**src/rtl/wb_pkg.sv**
```systemverilog
// Shared constants and beat layout for the write-back select stage.
package wb_pkg;

  localparam int unsigned XLEN_DEF = 32;
  localparam int unsigned RD_W     = 5;

  // Conventional source indices for the default 4-source configuration.
  localparam int unsigned SEL_MEM = 0;
  localparam int unsigned SEL_ALU = 1;
  localparam int unsigned SEL_PC4 = 2;
  localparam int unsigned SEL_CSR = 3;

  // Sideband that travels with the selected data.
  typedef struct packed {
    logic [RD_W-1:0] rd;
    logic            wen;
    logic            sel_err;
  } wb_meta_t;

  // Full beat at the default datapath width.
  typedef struct packed {
    logic [XLEN_DEF-1:0] data;
    wb_meta_t            meta;
  } wb_beat_t;

  // Width of a packed {data, meta} beat for an arbitrary datapath width.
  function automatic int unsigned beat_width(input int unsigned xlen);
    return xlen + $bits(wb_meta_t);
  endfunction

endpackage

```
**src/rtl/wb_select_pipe_skid.sv**
```systemverilog
// Two-entry valid/ready buffer; ready is registered so it never depends on out_ready_i.
module wb_select_pipe_skid #(
  parameter int unsigned W = 8
) (
  input  logic         clk_i,
  input  logic         rst_i,
  input  logic         in_valid_i,
  output logic         in_ready_o,
  input  logic [W-1:0] in_data_i,
  output logic         out_valid_o,
  input  logic         out_ready_i,
  output logic [W-1:0] out_data_o
);

  localparam logic [1:0] CNT_EMPTY = 2'd0;
  localparam logic [1:0] CNT_ONE   = 2'd1;
  localparam logic [1:0] CNT_FULL  = 2'd2;

  logic [1:0]   count_q, count_d;
  logic [W-1:0] head_q, head_d;
  logic [W-1:0] tail_q, tail_d;
  logic         in_ready_q, in_ready_d;
  logic         push, pop;

  assign push        = in_valid_i & in_ready_q;
  assign out_valid_o = (count_q != CNT_EMPTY);
  assign pop         = out_valid_o & out_ready_i;
  assign in_ready_o  = in_ready_q;
  assign out_data_o  = head_q;

  // Occupancy transitions; head always holds the oldest beat.
  always_comb begin
    count_d = count_q;
    head_d  = head_q;
    tail_d  = tail_q;
    case (count_q)
      CNT_EMPTY: begin
        if (push) begin
          head_d  = in_data_i;
          count_d = CNT_ONE;
        end
      end
      CNT_ONE: begin
        if (push && pop) begin
          head_d = in_data_i;
        end else if (push) begin
          tail_d  = in_data_i;
          count_d = CNT_FULL;
        end else if (pop) begin
          count_d = CNT_EMPTY;
        end
      end
      CNT_FULL: begin
        if (pop) begin
          head_d  = tail_q;
          count_d = CNT_ONE;
        end
      end
      default: count_d = CNT_EMPTY;
    endcase
    in_ready_d = (count_d != CNT_FULL);
  end

  // All buffer state, synchronously cleared; in-flight beats are dropped on reset.
  always_ff @(posedge clk_i) begin
    if (rst_i) begin
      count_q    <= CNT_EMPTY;
      head_q     <= '0;
      tail_q     <= '0;
      in_ready_q <= 1'b1;
    end else begin
      count_q    <= count_d;
      head_q     <= head_d;
      tail_q     <= tail_d;
      in_ready_q <= in_ready_d;
    end
  end

endmodule

```
**src/rtl/wb_select_pipe.sv**
```systemverilog
// Write-back select stage: picks one of NSRC results, qualifies wen, buffers behind valid/ready.
module wb_select_pipe
  import wb_pkg::*;
#(
  parameter int unsigned XLEN = XLEN_DEF,
  parameter int unsigned NSRC = 4,
  parameter int unsigned SELW = 2
) (
  input  logic               clock,
  input  logic               reset,
  input  logic               io_in_valid,
  output logic               io_in_ready,
  input  logic [NSRC*XLEN-1:0] io_srcs,
  input  logic [SELW-1:0]    io_sel,
  input  logic [RD_W-1:0]    io_rd,
  input  logic               io_wen,
  output logic               io_out_valid,
  input  logic               io_out_ready,
  output logic [XLEN-1:0]    io_out_data,
  output logic [RD_W-1:0]    io_out_rd,
  output logic               io_out_wen,
  output logic               io_sel_err
);

  localparam int unsigned BeatW = beat_width(XLEN);

  int unsigned      sel_idx;
  logic [XLEN-1:0]  sel_data;
  logic             sel_err;
  wb_meta_t         meta_in, meta_out;
  logic [BeatW-1:0] beat_in, beat_out;

  assign sel_idx = 32'(io_sel);

  // Source mux; an out-of-range index yields zero data and flags the beat.
  always_comb begin
    sel_data = '0;
    sel_err  = 1'b1;
    for (int unsigned k = 0; k < NSRC; k++) begin
      if (sel_idx == k) begin
        sel_data = io_srcs[k*XLEN +: XLEN];
        sel_err  = 1'b0;
      end
    end
  end

  // Writes to x0 and flagged beats never reach the register file.
  always_comb begin
    meta_in.rd      = io_rd;
    meta_in.wen     = io_wen & ~sel_err & (io_rd != '0);
    meta_in.sel_err = sel_err;
  end

  assign beat_in = {sel_data, meta_in};

  wb_select_pipe_skid #(
    .W (BeatW)
  ) u_skid (
    .clk_i       (clock),
    .rst_i       (reset),
    .in_valid_i  (io_in_valid),
    .in_ready_o  (io_in_ready),
    .in_data_i   (beat_in),
    .out_valid_o (io_out_valid),
    .out_ready_i (io_out_ready),
    .out_data_o  (beat_out)
  );

  assign {io_out_data, meta_out} = beat_out;
  assign io_out_rd  = meta_out.rd;
  assign io_out_wen = meta_out.wen;
  assign io_sel_err = meta_out.sel_err;

endmodule

```
**config.mk**
```make
export PLATFORM = sky130hd
export DESIGN_NAME = wb_select_pipe
export DESIGN_NICKNAME = d
export VERILOG_FILES = /design/src/rtl/wb_pkg.sv /design/src/rtl/wb_select_pipe_skid.sv /design/src/rtl/wb_select_pipe.sv
export SDC_FILE = /design/constraint.sdc
export NUM_CORES = 1
export LEC_CHECK = 0
export ABC_CLOCK_PERIOD_IN_PS = 3900
export CAP_MARGIN = 20
export CORE_ASPECT_RATIO = 0.6
export CORE_UTILIZATION = 30
export CTS_CLUSTER_DIAMETER = 120
export DETAILED_ROUTE_END_ITERATION = 10
export DONT_BUFFER_PORTS = 1
export PLACE_DENSITY = 0.47
export SYNTH_ARGS = -nofsm -noshare
export SYNTH_HDL_FRONTEND = slang
export SYNTH_SLANG_ARGS = --single-unit
```
**constraint.sdc**
```tcl
create_clock -name clock -period 3.9 [get_ports clock]
set_input_delay 0.78 -clock clock [delete_from_list [all_inputs] [get_ports clock]]
set_output_delay 0.78 -clock clock [all_outputs]
set_load 0.1 [all_outputs]
```
**Yosys cells after proc, flatten, opt, wreduce, memory -nomap -nowiden**

Index checks and enable logic that the tools add are counted.
W data, S select, Z words.

- Equality and inequality tests: 9
- Mux-type cells: 18
- Bitwise operators: 6
- Reductions and logical operators: 8

Operator list:

| operator | count |
|---|---|
| $mux W32 | 4 |
| $mux W39 | 3 |
| $pmux W39 S3 | 1 |
| $logic_not A32 Y1 | 1 |
| $mux W2 | 5 |
| $eq A2 B2 Y1 const B | 3 |
| $ne A2 B1 Y1 const B | 3 |
| $pmux W2 S3 | 1 |
| $reduce_bool A5 Y1 | 1 |
| $and A1 B1 Y1 | 4 |
| $eq A2 B1 Y1 const B | 2 |
| $mux W1 | 4 |
| $reduce_and A4 Y1 | 1 |
| $reduce_and A3 Y1 | 1 |
| $reduce_bool A3 Y1 | 1 |
| $logic_not A2 Y1 | 1 |
| $ne A2 B2 Y1 const B | 1 |
| $not A1 Y1 | 2 |
| $reduce_bool A2 Y1 | 1 |
| $logic_and A1 B1 Y1 | 1 |

- Register bits: 81
- Input port bits: 140
- Output and inout bits: 41
- Logic and storage cells: 45

**Longest topological paths before layout**

- Depth after elaboration: 10
- Depth in mapped cells: 7
- Depth with buffers taken out: 4

**Cells and area by module**

From an unflattened synthesis, not the netlist that was laid out.

- Cells, all modules: 404
- Area total of the unflattened synthesis: 4062.6 sq um

Modules (own cells, without submodules):

| module | times used | cells each | area an instance (sq um) | sequential area each (sq um) |
|---|---|---|---|---|
| wb_select_pipe_skid | 1 | 362 | 3229.3 | 1621.6 |
| wb_select_pipe | 1 | 42 | 833.3 | 0.0 |

**Least setup slack after synthesis**

Ideal clock, no wire load.

- Path kind: register to register
- Start point: reg u_skid.in_ready_q (netlist: u_skid.in_ready_o)
- End point: reg u_skid.head_q[26] (netlist: u_skid.out_data_o[26])
- Setup time: 132 ps
- Data arrival time: 2241 ps
- Data required time: 3768 ps
- Slack: 1527 ps
- Cell stages (with the launch flop): 6
- Path buffers: 1
- Clock period less this slack: 2373 ps
- Path through: dfxtp_1 > nand2_1 > o31a_1 > clkbuf_1 > a2111oi_0 > nor3_1

- Word-level cells in the longest chain between the ends: 4
- Elaborated cells on any way between the ends: 5
- Classes of those cells: 2 x eq/ne; 1 x bitwise; 2 x reduce/logical

Ends and longest elaborated chain:

| item | RTL line | source |
|---|---|---|
| from (decl) | wb_select_pipe_skid.sv:22 | `logic in_ready_q, in_ready_d;` |
| from (signal assigned) | wb_select_pipe_skid.sv:75 | `in_ready_q <= in_ready_d;` |
| $and A1 B1 Y1 * | wb_select_pipe_skid.sv:25 | `assign push = in_valid_i & in_ready_q;` |
| $logic_and A1 B1 Y1 | wb_select_pipe_skid.sv:44 | `if (push && pop) begin` |
| $ne A2 B1 Y1 (no source line) | -- |  |
| $reduce_and A4 Y1 (no source line) * | -- |  |
| to (signal assigned) | wb_select_pipe_skid.sv:68 | `head_q <= '0;` |
| to (signal assigned) | wb_select_pipe_skid.sv:73 | `head_q <= head_d;` |
| to (decl) | wb_select_pipe_skid.sv:20 | `logic [W-1:0] head_q, head_d;` |

Mark *: on every way between the ends. The rest lies on a longest branch, timed or not.
A chain may end at the register's enable or synchronous reset.

**Worst setup path after layout**

- Start point: reg u_skid.in_ready_q (netlist: u_skid.in_ready_o)
- End point: reg u_skid.head_q[11] (netlist: u_skid.out_data_o[11])

The elaborated chain is that of the path after synthesis.

==> metrics.txt <==
# TYPE chip_impl_metric gauge
chip_impl_info{name="status",value="complete, no violations"} 1
chip_impl_metric{name="pin_count",unit=""} 181
chip_impl_metric{name="switching_fraction",unit="%"} 35.2
chip_impl_metric{name="hpwl",unit="µm"} 7590
chip_impl_metric{name="synth.lib_cells_used.distinct",unit=""} 35
chip_impl_metric{name="internal_power",unit="mW"} 1.52
chip_impl_info{name="rsz0062_at_grt",value="no"} 1
chip_impl_metric{name="final-setup-viol-count",unit=""} 0
chip_impl_metric{name="floorplan.initialDensity",unit="%"} 31.0
chip_impl_metric{name="std_cell_rows",unit=""} 34
chip_impl_metric{name="insertion_delay",unit="ns"} 0.33
chip_impl_metric{name="worst_hold_slack",unit="ns"} 0.463
chip_impl_metric{name="switching_power",unit="mW"} 0.823
chip_impl_metric{name="drv_slew",unit=""} 0
chip_impl_metric{name="die-height",unit="µm"} 97.2
chip_impl_metric{name="antenna_found_initial",unit=""} 0
chip_impl_info{name="synth.top_cells.by_area",value="sky130_fd_sc_hd__dfxtp_1 (36%), sky130_fd_sc_hd__mux2i_1 (23%), sky130_fd_sc_hd__nor3_1 (7.2%)"} 1
chip_impl_metric{name="post-synth-top-area-fraction",unit="%"} 35.8
chip_impl_metric{name="place.port_buffers",unit=""} 0
chip_impl_metric{name="ant_nets",unit=""} 0
chip_impl_metric{name="post_route_cells_drive_above_1_share",unit="%"} 6.22
chip_impl_metric{name="postSynthCellCount",unit=""} 480
chip_impl_info{name="cp_common_cell",value="sky130_fd_sc_hd__buf_4"} 1
chip_impl_metric{name="syn2layout_area_growth",unit="%"} 6.46
chip_impl_metric{name="least_margin_pin_slew",unit="ns"} 1.06
chip_impl_metric{name="gp_congestion",unit=""} 0.702
chip_impl_metric{name="synthesis.area",unit="µm²"} 4530
chip_impl_info{name="min_from",value="u_skid.tail_q[0]$_SDFFE_PP0P_"} 1
chip_impl_metric{name="register_to_register_setup_slack",unit="ns"} 1.51
chip_impl_metric{name="synth.avg_cell_area",unit="µm²"} 9.44
chip_impl_metric{name="cts_hold_repair.buffers",unit=""} 0
chip_impl_metric{name="post-cts-setup-buffer-count",unit=""} 0
chip_impl_info{name="rr_endpoint",value="u_skid.out_data_o[11]$_SDFFE_PP0P_"} 1
chip_impl_metric{name="grt-ovfl-total",unit=""} 0
chip_impl_info{name="crit_path_cell_trace",value="buf_4 > nand2_1 > o31a_1 > buf_4 > a2111oi_0 > nor3_1"} 1
chip_impl_metric{name="crit_path_max_incr_delay",unit="ns"} 0.57
chip_impl_metric{name="grtUsageTotal",unit="%"} 14.9
chip_impl_metric{name="worst_hold_path.num_cells",unit=""} 1
chip_impl_metric{name="dr_total_vias",unit=""} 3608
chip_impl_metric{name="regArea",unit="µm²"} 1620
chip_impl_metric{name="yosys_warnings",unit=""} 0
chip_impl_metric{name="fin_crit_sh",unit="%"} 61.3
chip_impl_metric{name="htree_levels",unit=""} 3
chip_impl_info{name="crit_path_end_kind",value="register"} 1
chip_impl_metric{name="p_seq_share",unit="%"} 51.7
chip_impl_metric{name="timing.critical_path.required",unit="ns"} 4.10
chip_impl_metric{name="wl_per_cell",unit="µm"} 18.2
chip_impl_metric{name="coreArea",unit="µm²"} 14600
chip_impl_metric{name="synth.ff_latch_count",unit=""} 81
chip_impl_metric{name="grt_max_degree",unit=""} 104
chip_impl_metric{name="drc_violation_total_after_the_first_tritonroute_iteration",unit=""} 171
chip_impl_metric{name="hold_viol_final",unit=""} 0
chip_impl_metric{name="die_x",unit="µm"} 161
chip_impl_info{name="ys.flop_type",value="sky130_fd_sc_hd__dfxtp_1"} 1
chip_impl_metric{name="cts_max_path_buffers",unit=""} 2
chip_impl_info{name="timing.hold.worst_endpoint",value="u_skid.tail_q[0]$_SDFFE_PP0P_"} 1
chip_impl_metric{name="clkSlewWorstSetupHoldPaths",unit="ns"} 0.06
chip_impl_metric{name="synth_edf_count",unit=""} 0
chip_impl_metric{name="max_freq",unit="MHz"} 418
chip_impl_metric{name="fp.dieArea",unit="µm²"} 15600
chip_impl_metric{name="grt_pass1_wl",unit="µm"} 18200
chip_impl_metric{name="p_clk_share",unit="%"} 36.4
chip_impl_info{name="slowest_stage",value="sky130_fd_sc_hd__o31a_1"} 1
chip_impl_info{name="final_cell_mix",value="sky130_fd_sc_hd__mux2i_1 (102), sky130_fd_sc_hd__dfxtp_1 (81), sky130_fd_sc_hd__nor3_1 (65)"} 1
chip_impl_metric{name="finClkSkew",unit="ns"} 0.00628
chip_impl_metric{name="post-place-ws",unit="ns"} 1.37
chip_impl_metric{name="async_reset_ff_share",unit="%"} 0
chip_impl_metric{name="combPwrFrac",unit="%"} 11.8
chip_impl_metric{name="cp_data_arrival_time",unit="ns"} 2.59
chip_impl_info{name="timing.rr.start",value="u_skid.in_ready_o$_SDFF_PP1_"} 1
chip_impl_metric{name="tritonroute_pass_1_iters",unit=""} 4
chip_impl_metric{name="post-route-drc-count",unit=""} 0
chip_impl_metric{name="max_cap_violations",unit=""} 0
chip_impl_metric{name="tritoncts_num_sinks",unit=""} 81
chip_impl_info{name="cts_root_buffer",value="sky130_fd_sc_hd__clkbuf_16"} 1
chip_impl_info{name="synthDominantAreaCellType",value="sky130_fd_sc_hd__dfxtp_1"} 1
chip_impl_metric{name="finalWorstPathRequiredPeriod",unit="ns"} 2.39
chip_impl_metric{name="slew_headroom",unit="%"} 29.3
chip_impl_metric{name="cts.repair.resized",unit=""} 0
chip_impl_metric{name="multi_input_comb_area",unit="µm²"} 2600
chip_impl_metric{name="tns",unit="ns"} 0
chip_impl_metric{name="power_density",unit="nW/µm²"} 485
chip_impl_metric{name="first_global_vias",unit=""} 3409
chip_impl_info{name="tritoncts",value="built"} 1
chip_impl_metric{name="ff2ff_path_depth",unit=""} 6
chip_impl_metric{name="cp_max_fo",unit=""} 19
chip_impl_metric{name="static-leakage-power",unit="nW"} 1.87
chip_impl_metric{name="synth.net_count",unit=""} 620
chip_impl_metric{name="final_nets",unit=""} 586
chip_impl_metric{name="synth.yosys.seq_area_share",unit="%"} 35.8
chip_impl_info{name="layout_commonest_cell",value="sky130_fd_sc_hd__mux2i_1"} 1
chip_impl_metric{name="avgViaCountPerCell",unit=""} 5.57
chip_impl_metric{name="max-vdd-ir-drop",unit="mV"} 0.208
chip_impl_info{name="holdCritPathClass",value="register to register"} 1
chip_impl_metric{name="final.fill_count",unit=""} 1512
chip_impl_metric{name="detail_route.wirelength",unit="µm"} 11800
chip_impl_metric{name="n_antenna_cell",unit=""} 0
chip_impl_metric{name="postLayoutSetupSlackWorst",unit="ns"} 1.51
chip_impl_info{name="critical_path.startpoint_type",value="register"} 1
chip_impl_info{name="crit_type",value="register to register"} 1
chip_impl_metric{name="numCtsBuffers",unit=""} 9
-- per-stage QoR --
stage	std cells	cell area, µm²	power, mW	utilization [%]
after floorplan	480	4530	1.48	-
after global placement	632	4510	1.50	30.8
after detailed placement	632	4510	1.51	30.8
after CTS	647	4800	2.38	32.8
after global routing	648	4820	2.44	33.0
final	648	4820	2.34	33.0
-- critical path, delay by kind of cell (launching register included) --
| family | cells | cell delay (ns) |
|---|---|---|
| compound gates | 2 | 0.97 |
| simple gates | 2 | 0.34 |
| buf+inv | 2 | 0.61 |
| flops | 1 | 0.31 |
-- flip-flops by register name (all words and copies together) (netlist names) --
name / cells
u_skid.in_ready_o: 1
u_skid.count_q: 2
u_skid.tail_q: 39
u_skid.out_data_o: 39
-- final cells by class --
type / instances / area share (%)
Multi-Input combinational cell: 347 / 53.9
Sequential cell: 81 / 33.6
Tap cell: 198 / 5.13
Clock buffer: 10 / 4.95
Timing Repair Buffer: 6 / 1.19
Clock inverter: 5 / 1.17
Inverter: 1 / 0.0778
-- worst max path at each step --
stage / startpoint / end / slack (ns) / cells past startpoint
5_1_grt: u_skid.in_ready_o$_SDFF_PP1_ / u_skid.out_data_o[13]$_SDFFE_PP0P_ / 1.31 / 6
4_1_cts: u_skid.count_q[1]$_SDFF_PP0_ / u_skid.out_data_o[17]$_SDFFE_PP0P_ / 1.39 / 4
2_1_floorplan: u_skid.in_ready_o$_SDFF_PP1_ / u_skid.out_data_o[26]$_SDFFE_PP0P_ / 1.53 / 5
3_5_place_dp: io_in_valid / u_skid.out_data_o[36]$_SDFFE_PP0P_ / 1.37 / 5
3_3_place_gp: io_in_valid / u_skid.tail_q[14]$_SDFFE_PP0P_ / 1.45 / 4
6_report: u_skid.in_ready_o$_SDFF_PP1_ / u_skid.out_data_o[11]$_SDFFE_PP0P_ / 1.51 / 6
-- cell usage after synthesis (all sizes together), types with 2 or more instances --
cell	n
a2111oi	32
a22o	32
a311oi	5
and2b	2
buf	31
clkbuf	20
dfxtp	81
mux2i	102
nand2	14
nor2	46
nor3	65
nor3b	33
-- power by group through the flow --
stage                     logic, mW  clock network, mW  registers, mW
final                         0.277              0.852           1.21
after global routing          0.310              0.917           1.22
after CTS                     0.280              0.887           1.21
after detailed placement      0.280                  0           1.23
after global placement        0.271                  0           1.23
after floorplan               0.268                  0           1.21
-- cells by family after synthesis --
kind of cell | after synthesis | share of synthesized area, %
DFF | 81 | 35.8
buffers and inverters | 52 | 7.01
AOI/OAI and AO/OA | 78 | 15.2
muxes | 103 | 22.8
and+or+nand+nor | 166 | 19.2
-- layer usage --
layer	global-route usage, %	up-vias	wire length (µm)
li1	-	1743	-
met1	19.3	1728	5750
met2	23.5	128	5100
met3	5.12	9	865
met4	3.81	0	81
met5	0	-	0
Note: power is estimated with default switching activity, not from simulation.
